### src/rtl/watch_timekeeper.sv
// HH:MM:SS timekeeper with clock-enable prescaler, 12/24h display, range-checked loads and HH:MM alarm.
// Six registered digits drive segment7 decoders; everything runs on sysclk_i.

module segment7 (
  input  logic [3:0] digit,
  input  logic       blank,
  output logic [6:0] seg
);
  // Active-high segments, bit order {g,f,e,d,c,b,a}.
  always_comb begin
    seg = 7'h00;
    if (!blank) begin
      case (digit)
        4'd0: seg = 7'h3F;
        4'd1: seg = 7'h06;
        4'd2: seg = 7'h5B;
        4'd3: seg = 7'h4F;
        4'd4: seg = 7'h66;
        4'd5: seg = 7'h6D;
        4'd6: seg = 7'h7D;
        4'd7: seg = 7'h07;
        4'd8: seg = 7'h7F;
        4'd9: seg = 7'h6F;
        default: seg = 7'h00;
      endcase
    end
  end
endmodule

module watch_timekeeper #(
  parameter int CLK_HZ   = 32768,
  parameter bit BLANK_LZ = 1'b1,
  parameter int ALARM_S  = 60
) (
  input  logic        sysclk_i,
  input  logic        rst_i,
  input  logic        smode_i,
  input  logic        dvalid_i,
  input  logic [16:0] cfg_i,
  input  logic        alarm_we_i,
  input  logic [10:0] alarm_i,
  input  logic        alarm_en_i,
  input  logic        alarm_ack_i,
  input  logic        mode12_i,
  output logic [6:0]  segment_hxxx,
  output logic [6:0]  segment_xhxx,
  output logic [6:0]  segment_xxmx,
  output logic [6:0]  segment_xxxm,
  output logic [6:0]  segment_sx,
  output logic [6:0]  segment_xs,
  output logic        pm_o,
  output logic        tick_1s_o,
  output logic        alarm_o,
  output logic        cfg_err_o
);
  localparam int PW = (CLK_HZ > 1) ? $clog2(CLK_HZ) : 1;
  localparam logic [PW-1:0] PRESC_MAX = PW'(CLK_HZ - 1);

  logic [PW-1:0] presc_reg, presc_next;
  logic [4:0]    hh_reg, hh_next, ahh_reg, ahh_next;
  logic [5:0]    mm_reg, mm_next, ss_reg, ss_next, amm_reg, amm_next;
  logic [7:0]    ring_reg, ring_next;
  logic          alarm_reg, alarm_next;
  logic          tick_reg, tick_next;
  logic          err_reg, err_next;
  logic          past_smode_reg;

  logic smode_edge, tick_now, load_req, cfg_ok, alarm_ok, adv, fire;

  always_comb begin
    presc_next = presc_reg;
    hh_next    = hh_reg;
    mm_next    = mm_reg;
    ss_next    = ss_reg;
    ahh_next   = ahh_reg;
    amm_next   = amm_reg;
    ring_next  = ring_reg;
    alarm_next = alarm_reg;
    err_next   = 1'b0;
    adv        = 1'b0;
    fire       = 1'b0;

    smode_edge = (smode_i != past_smode_reg);
    tick_now   = (presc_reg == PRESC_MAX);
    load_req   = dvalid_i && !smode_i && !smode_edge;
    cfg_ok     = (cfg_i[16:12] <= 5'd23) && (cfg_i[11:6] <= 6'd59) && (cfg_i[5:0] <= 6'd59);
    alarm_ok   = (alarm_i[10:6] <= 5'd23) && (alarm_i[5:0] <= 6'd59);

    if (smode_edge) begin
      hh_next    = 5'd0;
      mm_next    = 6'd0;
      ss_next    = 6'd0;
      presc_next = '0;
    end else if (load_req && cfg_ok) begin
      // A load on the tick cycle restarts the second, so that tick is dropped.
      hh_next    = cfg_i[16:12];
      mm_next    = cfg_i[11:6];
      ss_next    = cfg_i[5:0];
      presc_next = '0;
    end else begin
      presc_next = tick_now ? '0 : presc_reg + PW'(1);
      if (tick_now) begin
        adv = 1'b1;
        if (ss_reg == 6'd59) begin
          ss_next = 6'd0;
          if (mm_reg == 6'd59) begin
            mm_next = 6'd0;
            hh_next = (hh_reg == 5'd23) ? 5'd0 : hh_reg + 5'd1;
          end else begin
            mm_next = mm_reg + 6'd1;
          end
        end else begin
          ss_next = ss_reg + 6'd1;
        end
      end
    end

    if (load_req && !cfg_ok)
      err_next = 1'b1;

    if (alarm_we_i && !smode_i) begin
      if (alarm_ok) begin
        ahh_next = alarm_i[10:6];
        amm_next = alarm_i[5:0];
      end else begin
        err_next = 1'b1;
      end
    end

    // Only a counted second can fire the alarm, never a load.
    fire = alarm_en_i && adv && (hh_next == ahh_reg) && (mm_next == amm_reg) && (ss_next == 6'd0);

    if (!alarm_en_i || alarm_ack_i || smode_edge) begin
      alarm_next = 1'b0;
      ring_next  = 8'd0;
    end else if (fire) begin
      alarm_next = 1'b1;
      ring_next  = 8'(ALARM_S);
    end else if (alarm_reg && adv) begin
      ring_next = ring_reg - 8'd1;
      if (ring_reg <= 8'd1) begin
        alarm_next = 1'b0;
        ring_next  = 8'd0;
      end
    end

    tick_next = adv;
  end

  always_ff @(posedge sysclk_i) begin
    if (rst_i) begin
      presc_reg      <= '0;
      hh_reg         <= 5'd0;
      mm_reg         <= 6'd0;
      ss_reg         <= 6'd0;
      ahh_reg        <= 5'd0;
      amm_reg        <= 6'd0;
      ring_reg       <= 8'd0;
      alarm_reg      <= 1'b0;
      tick_reg       <= 1'b0;
      err_reg        <= 1'b0;
      past_smode_reg <= 1'b0;
    end else begin
      presc_reg      <= presc_next;
      hh_reg         <= hh_next;
      mm_reg         <= mm_next;
      ss_reg         <= ss_next;
      ahh_reg        <= ahh_next;
      amm_reg        <= amm_next;
      ring_reg       <= ring_next;
      alarm_reg      <= alarm_next;
      tick_reg       <= tick_next;
      err_reg        <= err_next;
      past_smode_reg <= smode_i;
    end
  end

  assign tick_1s_o = tick_reg;
  assign alarm_o   = alarm_reg;
  assign cfg_err_o = err_reg;
  assign pm_o      = mode12_i && (hh_reg >= 5'd12);

  logic [4:0] disp_hh;
  logic [3:0] digit [6];
  logic [6:0] seg [6];

  always_comb begin
    disp_hh = hh_reg;
    if (mode12_i) begin
      if (hh_reg == 5'd0)
        disp_hh = 5'd12;
      else if (hh_reg > 5'd12)
        disp_hh = hh_reg - 5'd12;
    end
    digit[0] = 4'(disp_hh / 5'd10);
    digit[1] = 4'(disp_hh % 5'd10);
    digit[2] = 4'(mm_reg / 6'd10);
    digit[3] = 4'(mm_reg % 6'd10);
    digit[4] = 4'(ss_reg / 6'd10);
    digit[5] = 4'(ss_reg % 6'd10);
  end

  generate
    for (genvar gi = 0; gi < 6; gi++) begin : g_seg
      segment7 u_seg (
        .digit (digit[gi]),
        .blank ((gi == 0) ? (BLANK_LZ && (digit[gi] == 4'd0)) : 1'b0),
        .seg   (seg[gi])
      );
    end
  endgenerate

  assign segment_hxxx = seg[0];
  assign segment_xhxx = seg[1];
  assign segment_xxmx = seg[2];
  assign segment_xxxm = seg[3];
  assign segment_sx   = seg[4];
  assign segment_xs   = seg[5];
endmodule

### config.mk
export PLATFORM = sky130hd
export DESIGN_NAME = watch_timekeeper
export DESIGN_NICKNAME = d
export VERILOG_FILES = /design/src/rtl/watch_timekeeper.sv
export SDC_FILE = /design/constraint.sdc
export NUM_CORES = 1
export LEC_CHECK = 0
export BUFFER_PORTS_ARGS = -buffer_cell sky130_fd_sc_hd__buf_2
export CORE_ASPECT_RATIO = 0.75
export CORE_MARGIN = 3
export CORE_UTILIZATION = 41
export DETAILED_ROUTE_END_ITERATION = 7
export MAX_ROUTING_LAYER = met4
export SLEW_MARGIN = 10
export SYNTH_ARGS = -nofsm -noshare
export SYNTH_HDL_FRONTEND = slang
export SYNTH_SLANG_ARGS = --single-unit
### constraint.sdc
create_clock -name sysclk_i -period 4.2 [get_ports sysclk_i]
set_clock_uncertainty 0.15 [all_clocks]
set_input_delay 0.63 -clock sysclk_i [delete_from_list [all_inputs] [get_ports sysclk_i]]
set_output_delay 0.63 -clock sysclk_i [all_outputs]
set_load 0.05 [all_outputs]
; After elaboration in Yosys (flattened, before gate mapping)
; Memories as Yosys holds them, arrays and structs flattened.
; Index checks and enable logic that the tools add are counted.
; Widths: inputs -> output; s select.
[classes]
n_mux = 31
addsub = 6
eq_ne = 7
div = 6
n_reduce_logical = 30
order_cmp = 8
[ops]
columns = cell, count
row1 = $mux 6, 11
row2 = $mux 5, 9
row3 = $le 6x6->1 const B, 3
row4 = $add 15x1->15 const B, 1
row5 = $eq 15x15->1 const B, 1
row6 = $logic_and 1x1->1, 14
row7 = $add 6x1->6 const B, 2
row8 = $div 6x4->6 const B, 2
row9 = $eq 6x6->1 const B, 2
row10 = $mod 6x4->6 const B, 2
row11 = $le 5x5->1 const B, 2
row12 = $mux 1, 9
row13 = $le 8x1->1 const B, 1
row14 = $mux 8, 1
row15 = $sub 8x1->8 const B, 1
row16 = $mux 7, 1
row17 = $eq 6x6->1, 1
row18 = $logic_not 6->1, 1
row19 = $add 5x1->5 const B, 1
row20 = $div 5x4->5 const B, 1
row21 = $eq 5x5->1, 1
row22 = $eq 5x5->1 const B, 1
row23 = $ge 5x4->1 const B, 1
row24 = $gt 5x4->1 const B, 1
row25 = other kinds (12), 18
[totals]
inputBits = 36
ff_bits = 55
output_inout_bits = 46
rom_bits = 672
word_cells = 106
n_memories = 6
[memory_table]
columns = name, words, word_bits, read_ports, rd_clocked_by_memory_dff, write_ports, line_no
row1 = (name not given), 16, 7, 1, 0, 0, 13  ; case (digit)
row2 = (name not given), 16, 7, 1, 0, 0, 13
row3 = (name not given), 16, 7, 1, 0, 0, 13
row4 = (name not given), 16, 7, 1, 0, 0, 13
row5 = (name not given), 16, 7, 1, 0, 0, 13
row6 = (name not given), 16, 7, 1, 0, 0, 13

; Logic depth before layout (Yosys ltp)
; Gate-level depths: netlist (run 1).
[depth]
word_depth = 13
mapped_depth = 21
depth_no_buf = 20

; Modules after synthesis
; Synthesis (run 1) repeated with hierarchy kept, for this count alone.
[unflattened]
cells_unflattened = 725
area_unflattened_um2 = 5532.8
[modules_own_cells]
columns = mod, instances, area_each_um2, seq_area_each_um2, cells_each
row1 = watch_timekeeper, 1, 4151.5, 1101.1, 539
row2 = segment7, 6, 230.2, 0.0, 31

; Worst setup path before layout (run 1)
; Ideal clock, no wire load.
[synth_path]
path_type = flip-flop to output port
from = register hh_reg[2]
to = output port segment_xhxx[0]
path_stages_with_launch = 18
path_slack_ns = -1.368
t_required_ns = 3.420
arrival_ns = 4.788
n_path_buf = 1
cell_sequence = dfxtp_1 > clkbuf_1 > inv_1 > ha_1 > o21ai_0 > a211oi_1 > or2_2 > ha_1 > inv_1 > o211a_1 > or3_1 > nand2_1 > ha_1 > nor2_1 > o21bai_1 > a32oi_1 > mux2_2 > o21ai_0
[synth_between]
elab_chain_cells = 6
elab_cells_between_ends = 8
classes_between = add/sub: 1 / div: 1 / order compare: 1 / mux: 3 / reduce/logical: 1 / memory: 1
[synth_lines]
columns = item, line_no
row1 = "start, declared", 60  ; logic [4:0] hh_reg, hh_next, ahh_reg, ahh_next;
row2 = "start signal, assigned", 165  ; hh_reg <= hh_next;
row3 = $sub 5x4->5 / $gt 5x4->1 (equally long branches), "193, 192"
row4 = $mux 5, 192  ; else if (hh_reg > 5'd12)
row5 = $mux 5, 190  ; if (hh_reg == 5'd0)
row6 = $mux 5 (*), 189  ; if (mode12_i) begin
row7 = $mod 5x4->5 (*), 196  ; digit[1] = 4'(disp_hh % 5'd10);
row8 = $mem_v2 16x7 (*), n/a
row9 = "end, declared", 46  ; output logic [6:0] segment_xhxx,
; Mark *: on every way between the ends. The rest lies on a longest branch, timed or not.

; Final worst setup path (run 1)
[layout_path]
from = register hh_reg[3]
to = output port segment_xhxx[5]
; The elaborated chain is that of the path after synthesis.

==> reports/metrics.yaml, run 1 <==
run_status:
  outcome: "finished with violations"
  violations: "setup timing"
power_and_ir_drop:
  p_leak_nw: 2.72
  ir_drop_mv: 0.155
  power_density_nw_per_um2: 253
placement:
  hpwl_um: 11300
  placedCellCount: 914
  gp_congestion: 0.967
  io_buffers: 80
clock_network:
  cts_tree: "done"
  h-tree-depth: 2
  insertion_delay_ps: 300
  clockBufferDepth: 2
  cts_root_buffer: "clkbuf_16"
  cts_sinks: 55
  cts-buffers-inserted: 5
  path_clk_slew_ps: 80
global_route:
  grtUsageTotal_pct: 21.9
  grt_overflow: 0
  grt_max_degree: 20
  first_global_vias: 4900
  antenna_found_initial: 1
  grt_pass1_wl_um: 23900
worst_setup_path:
  worst_path_max_delay_cell: "or3_4"
  cp_cell_sequence: "inv_4 > ha_4 > a211oi_2 > o21a_1 > ha_4 > inv_2 > o211a_1 > or3_4 > nand2_4 > ha_4 > nor2_4 > nand2_2 > a211oi_2 > or3_4 > inv_4 > buf_4 > ha_4 > mux2i_2 > o21ai_4 > buf_6"
  path_delay_family: "simple AND/OR/NAND/NOR gates"
  r2r_slack_ps: 500
  crit_required_ps: 3420
  reg2reg_depth: 9
  crit_start: "hh_reg[3]$_SDFF_PP0_"
  worstPathMaxFanout: 4
  critPathBufInv: 5
  cp.depth: 20
  endpoint_kind: "output port"
  critPathKind: "flip-flop to output port"
  start_kind: "flip-flop"
  critPathMostFrequentCell: "ha_4"
  cp-endpoint: "segment_xhxx[5]"
  worstPathArrival_ps: 3600
  slowest_delay_ps: 440
  r2r-end: "ring_reg[7]$_SDFFE_PP0P_"
  r2r_start: "presc_reg[0]$_SDFF_PP0_"
timing:
  maxSlewHeadroom_pct: 50.0
  rsz0062_at_grt: "true"
  setup_viol: 7
  min_period_ps: 4380
  fin_hold_ws_ps: 323
  final-hold-violation-count: 0
  tightest_slew_ps: 748
  final_max_slew_viol_count: 0
  fin_ws_ps: -177
  fin_crit_sh_pct: 104
  max_freq_ghz: 0.228
route:
  avgRoutedWirePerCell_um: 16.0
  vias_per_cell: 5.68
  first_pass_iters: 5
  ant_nets: 0
  vias: 5337
  totalWireLength_um: 15000
  route.detailed.drc: 0
  first_iter_violations: 440
layout:
  fin_nets: 859
  fillers: 1080
  final_cells: 940
  drive_above_1_share_pct: 31.1
  largest_reg_flops: 15
  synthToLayoutAreaGrowth_pct: 33.5
synthesis:
  synth_top_cell_area_share_pct: 22.1
  synth_cells: 659
  synth_edf_count: 0
  yosys_most_used_dff: "dfxtp_1"
  synth_area_sq_um: 4980
  yosys_register_bits: 55
  synth_largest_area_cell: "dfxtp_1"
  synth.area.top_cells: "dfxtp_1 (22%), ha_1 (12%), nor2_1 (5.7%)"
  synth_nets: 742
  yosys_warnings: 0
  synth.avg_cell_area_sq_um: 7.56
  synth_top_cells_by_count: "nor2_1 (75), dfxtp_1 (55), nand2_1 (53)"
  synth.distinct_cells: 76
  synthMostInstantiatedCell: "nor2_1"
  async_flop_share_pct: 0
  seq_area_frac_synth_pct: 22.1
floorplan:
  die_w_um: 133
  die_h_um: 101
  start_util_pct: 42.4
  floorplan.die_area_sq_um: 13500
  ios: 82
  placementRows: 34
  coreArea_sq_um: 11700
job:
  drv_cap: 0
hold_path:
  hold_path_class: "flip-flop to flip-flop"
## logic make-up (layout without fill, tap and decap cells)
logic type                 count (synthesis)  after routing  synth area share (%)
AOI/OAI and AO/OA                        167            167                  22.5
xor gates and xnor gates                  24             24                  4.22
adders and majority gates                 47             47                  11.8
buffers and inverters                     69            187                  5.60
DFF                                       55             55                  22.1
muxes                                     29             29                  6.00
other                                      1              2                0.0753
and+or+nand+nor                          267            267                  27.7
## power breakdown
| group | internal (mW) | switching (mW) | total, mW |
|---|---|---|---|
| registers | 0.532 | 0.0174 | 0.549 |
| clock network | 0.243 | 0.207 | 0.450 |
| logic | 0.271 | 0.414 | 0.685 |
## how the worst min path moves through the flow
stage	start	to	slack, ps	cells after the start
3_5_place_dp	presc_reg[0]$_SDFF_PP0_	presc_reg[0]$_SDFF_PP0_	300	1
6_report	presc_reg[0]$_SDFF_PP0_	presc_reg[0]$_SDFF_PP0_	320	1
5_1_grt	presc_reg[0]$_SDFF_PP0_	presc_reg[0]$_SDFF_PP0_	340	1
2_1_floorplan	presc_reg[0]$_SDFF_PP0_	presc_reg[0]$_SDFF_PP0_	280	1
4_1_cts	presc_reg[0]$_SDFF_PP0_	presc_reg[0]$_SDFF_PP0_	320	1
3_3_place_gp	presc_reg[0]$_SDFF_PP0_	presc_reg[0]$_SDFF_PP0_	290	1
## per-stage QoR
step / setup slack [ps] / instance area [sq um] / total power, mW / setup TNS, ps / utilization [%]
finish: -177 / 6650 / 1.68 / -1020 / 56.6
global placement: -96.1 / 6030 / 1.14 / -520 / 51.3
global route: -312 / 6650 / 1.76 / -1960 / 56.6
floorplan: -46.8 / 5230 / 0.988 / -46.8 / -
CTS: -137 / 6500 / 1.67 / -631 / 55.3
detailed placement: -285 / 6030 / 1.15 / -1490 / 51.3
## cells in the final DEF, fill, tap and decap left out, types with 5 or more instances in the layout
| master | synthesis | final |
|---|---|---|
| a211oi_1 | 9 | 6 |
| buf_2 | 7 | 72 |
| a31oi_1 | 11 | 10 |
| o22ai_1 | 6 | 6 |
| buf_4 | 3 | 62 |
| o211ai_1 | 10 | 10 |
| nand2_1 | 53 | 50 |
| or3_1 | 9 | 6 |
| and2_1 | 6 | 6 |
| inv_1 | 31 | 25 |
| a21o_1 | 6 | 6 |
| dfxtp_2 | 0 | 5 |
| xor2_1 | 11 | 11 |
| nor3b_1 | 5 | 5 |
| a21oi_1 | 35 | 34 |
| nor2_1 | 75 | 73 |
| o21ai_1 | 10 | 6 |
| nand2b_1 | 13 | 12 |
| buf_6 | 0 | 8 |
| nor3_1 | 22 | 21 |
| nor4_1 | 5 | 5 |
| xnor2_1 | 13 | 10 |
| nor2b_1 | 9 | 8 |
| dfxtp_1 | 55 | 48 |
| clkbuf_16 | 0 | 5 |
| nand3b_1 | 5 | 5 |
| o21ai_0 | 30 | 24 |
| mux2i_1 | 25 | 20 |
| inv_2 | 4 | 6 |
| nand4_1 | 18 | 18 |
| ha_1 | 47 | 34 |
| o21ai_4 | 0 | 6 |
| nand3_1 | 22 | 21 |
| ha_4 | 0 | 11 |
## repair_timing
item	4_1_cts	5_1_grt
gates resized for setup	58	20
setup buffers	13	4
pin swaps	21	7
endpoints found under the setup margin	14	18
hold buffers	0	0
hold endpoints to repair	0	0
## area by class of cell
class	instances	area, sq um	share of cell area (%)
inverter	35	141	2.13
sequential	55	1110	16.8
tap	162	203	3.05
timing repair buffer	144	938	14.1
clock buffer	6	139	2.09
multi-input combinational	535	4090	61.5
antenna	1	2.50	0.0376
clock inverter	2	20.0	0.301
## routing by layer
layer / part of all wire (%) / global-route usage (%) / up-vias / wire length (um)
li1: - / - / 2641 / -
met1: 47 / 30.2 / 2513 / 7070
met5: 0 / - / - / 0
met4: 0.86 / 3.32 / 0 / 129
met2: 46 / 34.6 / 167 / 6880
met3: 6.4 / 3.62 / 16 / 958
No activity file was read; power rests on OpenSTA's default activity.
==> run 2, diff against run 1 <==
- CAP_MARGIN: unset -> 20
- CELL_PAD_IN_SITES_DETAIL_PLACEMENT: unset -> 1
- CELL_PAD_IN_SITES_GLOBAL_PLACEMENT: unset -> 1
- CORE_UTILIZATION: 41 -> 38
- PLACE_DENSITY_LB_ADDON: unset -> 0.1
==> run 2 against run 1 <==
Net effect:
- the run still ends with setup timing left
- total power rose by 0.67%
- largest cell class unchanged
- sequential share of layout area barely moved
- hold slack got worse by 1.3 ps
- via count rose by 3.2%
- global-route usage rose by 1.5 points
- sequential power barely moved
==> reports/metrics.yaml, run 2 (synthesis gave the netlist of run 1 again) <==
run_status:
  outcome: "finished with violations"  # unchanged
  violations: "setup timing"  # unchanged
placement:
  io_buffers: 80  # unchanged
  placed_area_sq_um: 6030  # about the same
  placedCellCount: 918  # was 914
  pre_cts_ws_ps: -306  # was -285 ps
  hpwl_um: 13000  # was 11,300 um
  gp_congestion: 0.879  # was 0.967
route:
  vias: 5510  # was 5,337
  avgRoutedWirePerCell_um: 18.4  # was 16.0 um
  ant_nets: 0  # unchanged
  vias_per_cell: 5.86  # was 5.68
  first_pass_iters: 6  # was 5
  totalWireLength_um: 17300  # was 15,000 um
  first_iter_violations: 334  # was 440
  route.detailed.drc: 0  # unchanged
worst_setup_path:
  crit_required_ps: 3420  # about the same
  start_kind: "flip-flop"  # unchanged
  worstPathArrival_ps: 3660  # was 3600 ps
  worstPathMaxFanout: 5  # was 4
  endpoint_kind: "output port"  # unchanged
  critPathKind: "flip-flop to output port"  # unchanged
timing:
  tns_ps: -1270  # was -1020 ps
  rsz0062_at_grt: "true"  # unchanged
  maxSlewHeadroom_pct: 44.6  # was 50.0%
  fin_ws_ps: -236  # was -177 ps
  fin_hold_ws_ps: 321  # was 323 ps
  final-hold-violation-count: 0  # unchanged
  final_max_slew_viol_count: 0  # unchanged
  max_freq_ghz: 0.225  # was 0.228 GHz
  min_period_ps: 4440  # was 4380 ps
  fin_crit_sh_pct: 106  # was 104%
  setup_viol: 7  # unchanged
  tightest_slew_ps: 828  # was 748 ps
clock_network:
  h-tree-depth: 2  # unchanged
  hold_buffers: 0  # unchanged
  cts_root_buffer: "clkbuf_16"  # unchanged
  path_clk_slew_ps: 80  # about the same
  cts_sinks: 55  # unchanged
  insertion_delay_ps: 300  # about the same
  cts_tree: "done"  # unchanged
  cts-buffers-inserted: 5  # unchanged
  clockBufferDepth: 2  # unchanged
power_and_ir_drop:
  power_density_nw_per_um2: 256  # was 253 nW/um^2
  ir_drop_mv: 0.178  # was 0.155 mV
  fin_total_pwr_mw: 1.70  # was 1.68 mW
  p_leak_nw: 2.71  # was 2.72 nW
global_route:
  grtUsageTotal_pct: 23.4  # was 21.9%
  grt_overflow: 0  # unchanged
  first_global_vias: 5619  # was 4,900
  grt_pass1_wl_um: 27900  # was 23,900 um
  grt_max_degree: 21  # was 20
  antenna_found_initial: 0  # was 1
layout:
  finish.utilization_pct: 53.0  # was 56.6%
  synthToLayoutAreaGrowth_pct: 33.2  # was 33.5%
  final_common_cell: "nor2_1"  # unchanged
  fillers: 1555  # was 1,080
  n_antenna_cell: 0  # was 1
  final_cells: 941  # was 940
  fin_nets: 857  # was 859
  finalInstanceArea_sq_um: 6640  # was 6650 sq um
  drive_above_1_share_pct: 30.8  # was 31.1%
  largest_reg_flops: 15  # unchanged
  most-common-layout-cells: "nor2_1 (73), buf_2 (72), buf_4 (61)"  # was nor2_1 (73), buf_2 (72), buf_4 (62)
floorplan:
  coreArea_sq_um: 12500  # was 11,700 sq um
  ios: 82  # unchanged
  die_h_um: 105  # was 101 um
  start_util_pct: 39.8  # was 42.4%
  die_w_um: 138  # was 133 um
  floorplan.die_area_sq_um: 14500  # was 13,500 sq um
  placementRows: 35  # was 34
hold_path:
  hold_path_class: "flip-flop to flip-flop"  # unchanged
job:
  drv_cap: 0  # unchanged
==> run 2: cell count changes in the layout (fill, tap and decap cells not counted), sizes merged <==
cell	delta
buf	-1
clkbuf	-2
diode	-1
inv	+1
==> run 2: area by class of cell <==
cell class | instances | area, sq um | area share (%)
multi-input combinational | 535 | 4090 | 61.6
sequential | 55 | 1110 | 16.8
timing repair buffer | 142 | 923 | 13.9
tap | 166 | 208 | 3.13
inverter | 35 | 146 | 2.21
clock buffer | 5 | 125 | 1.89
clock inverter | 3 | 31.3 | 0.471
==> run 2: where the power goes <==
group	leakage [nW]	switching, mW	internal [mW]
clock network	0.0778	0.219	0.231
registers	0.448	0.0181	0.532
logic	2.18	0.425	0.271
==> run 2: worst paths after layout <==
| kind | startpoint | end | slack, ps | depth (start not counted) |
|---|---|---|---|---|
| worst min-delay path | presc_reg[0]$_SDFF_PP0_ | presc_reg[0]$_SDFF_PP0_ | 320 | 1 |
| worst max register to register | ss_reg[1]$_SDFF_PP0_ | ring_reg[7]$_SDFFE_PP0P_ | 430 | 9 |
| worst min register to register | presc_reg[0]$_SDFF_PP0_ | presc_reg[0]$_SDFF_PP0_ | 320 | 1 |
| worst max-delay path | hh_reg[3]$_SDFF_PP0_ | segment_xhxx[1] | -240 | 18 |
==> run 2: repair_timing <==
item | 4_1_cts | 5_1_grt
endpoints found under the setup margin | 15 | 20
pin swaps | 15 | 10
cloned | 0 | 0
endpoints found under the hold margin | 0 | 0
setup buffers | 8 | 7
gates resized for setup | 48 | 32
==> run 2: metal layers <==
layer  vias up  GRT usage, %  part of all wire [%]
met5         -             -                     0
met4         0          4.09                  0.88
met3        17          4.12                   5.8
met2       176          38.1                    46
met1      2676          30.9                    47
li1       2641             -                     -
==> run 2: critical path: stages, from the launching register on <==
cell      delay (ps)
dfxtp_4          390
inv_4             40
ha_4             250
a211oi_4         230
o21a_1           200
ha_4             150
inv_4             30
o211a_4          140
or3_4            350
nand2_4          100
ha_4             150
nor2_4            40
nand2_2           70
a211oi_2          40
or3_4            440
ha_4             270
nor2b_4          130
o21ai_4          140
buf_6            170
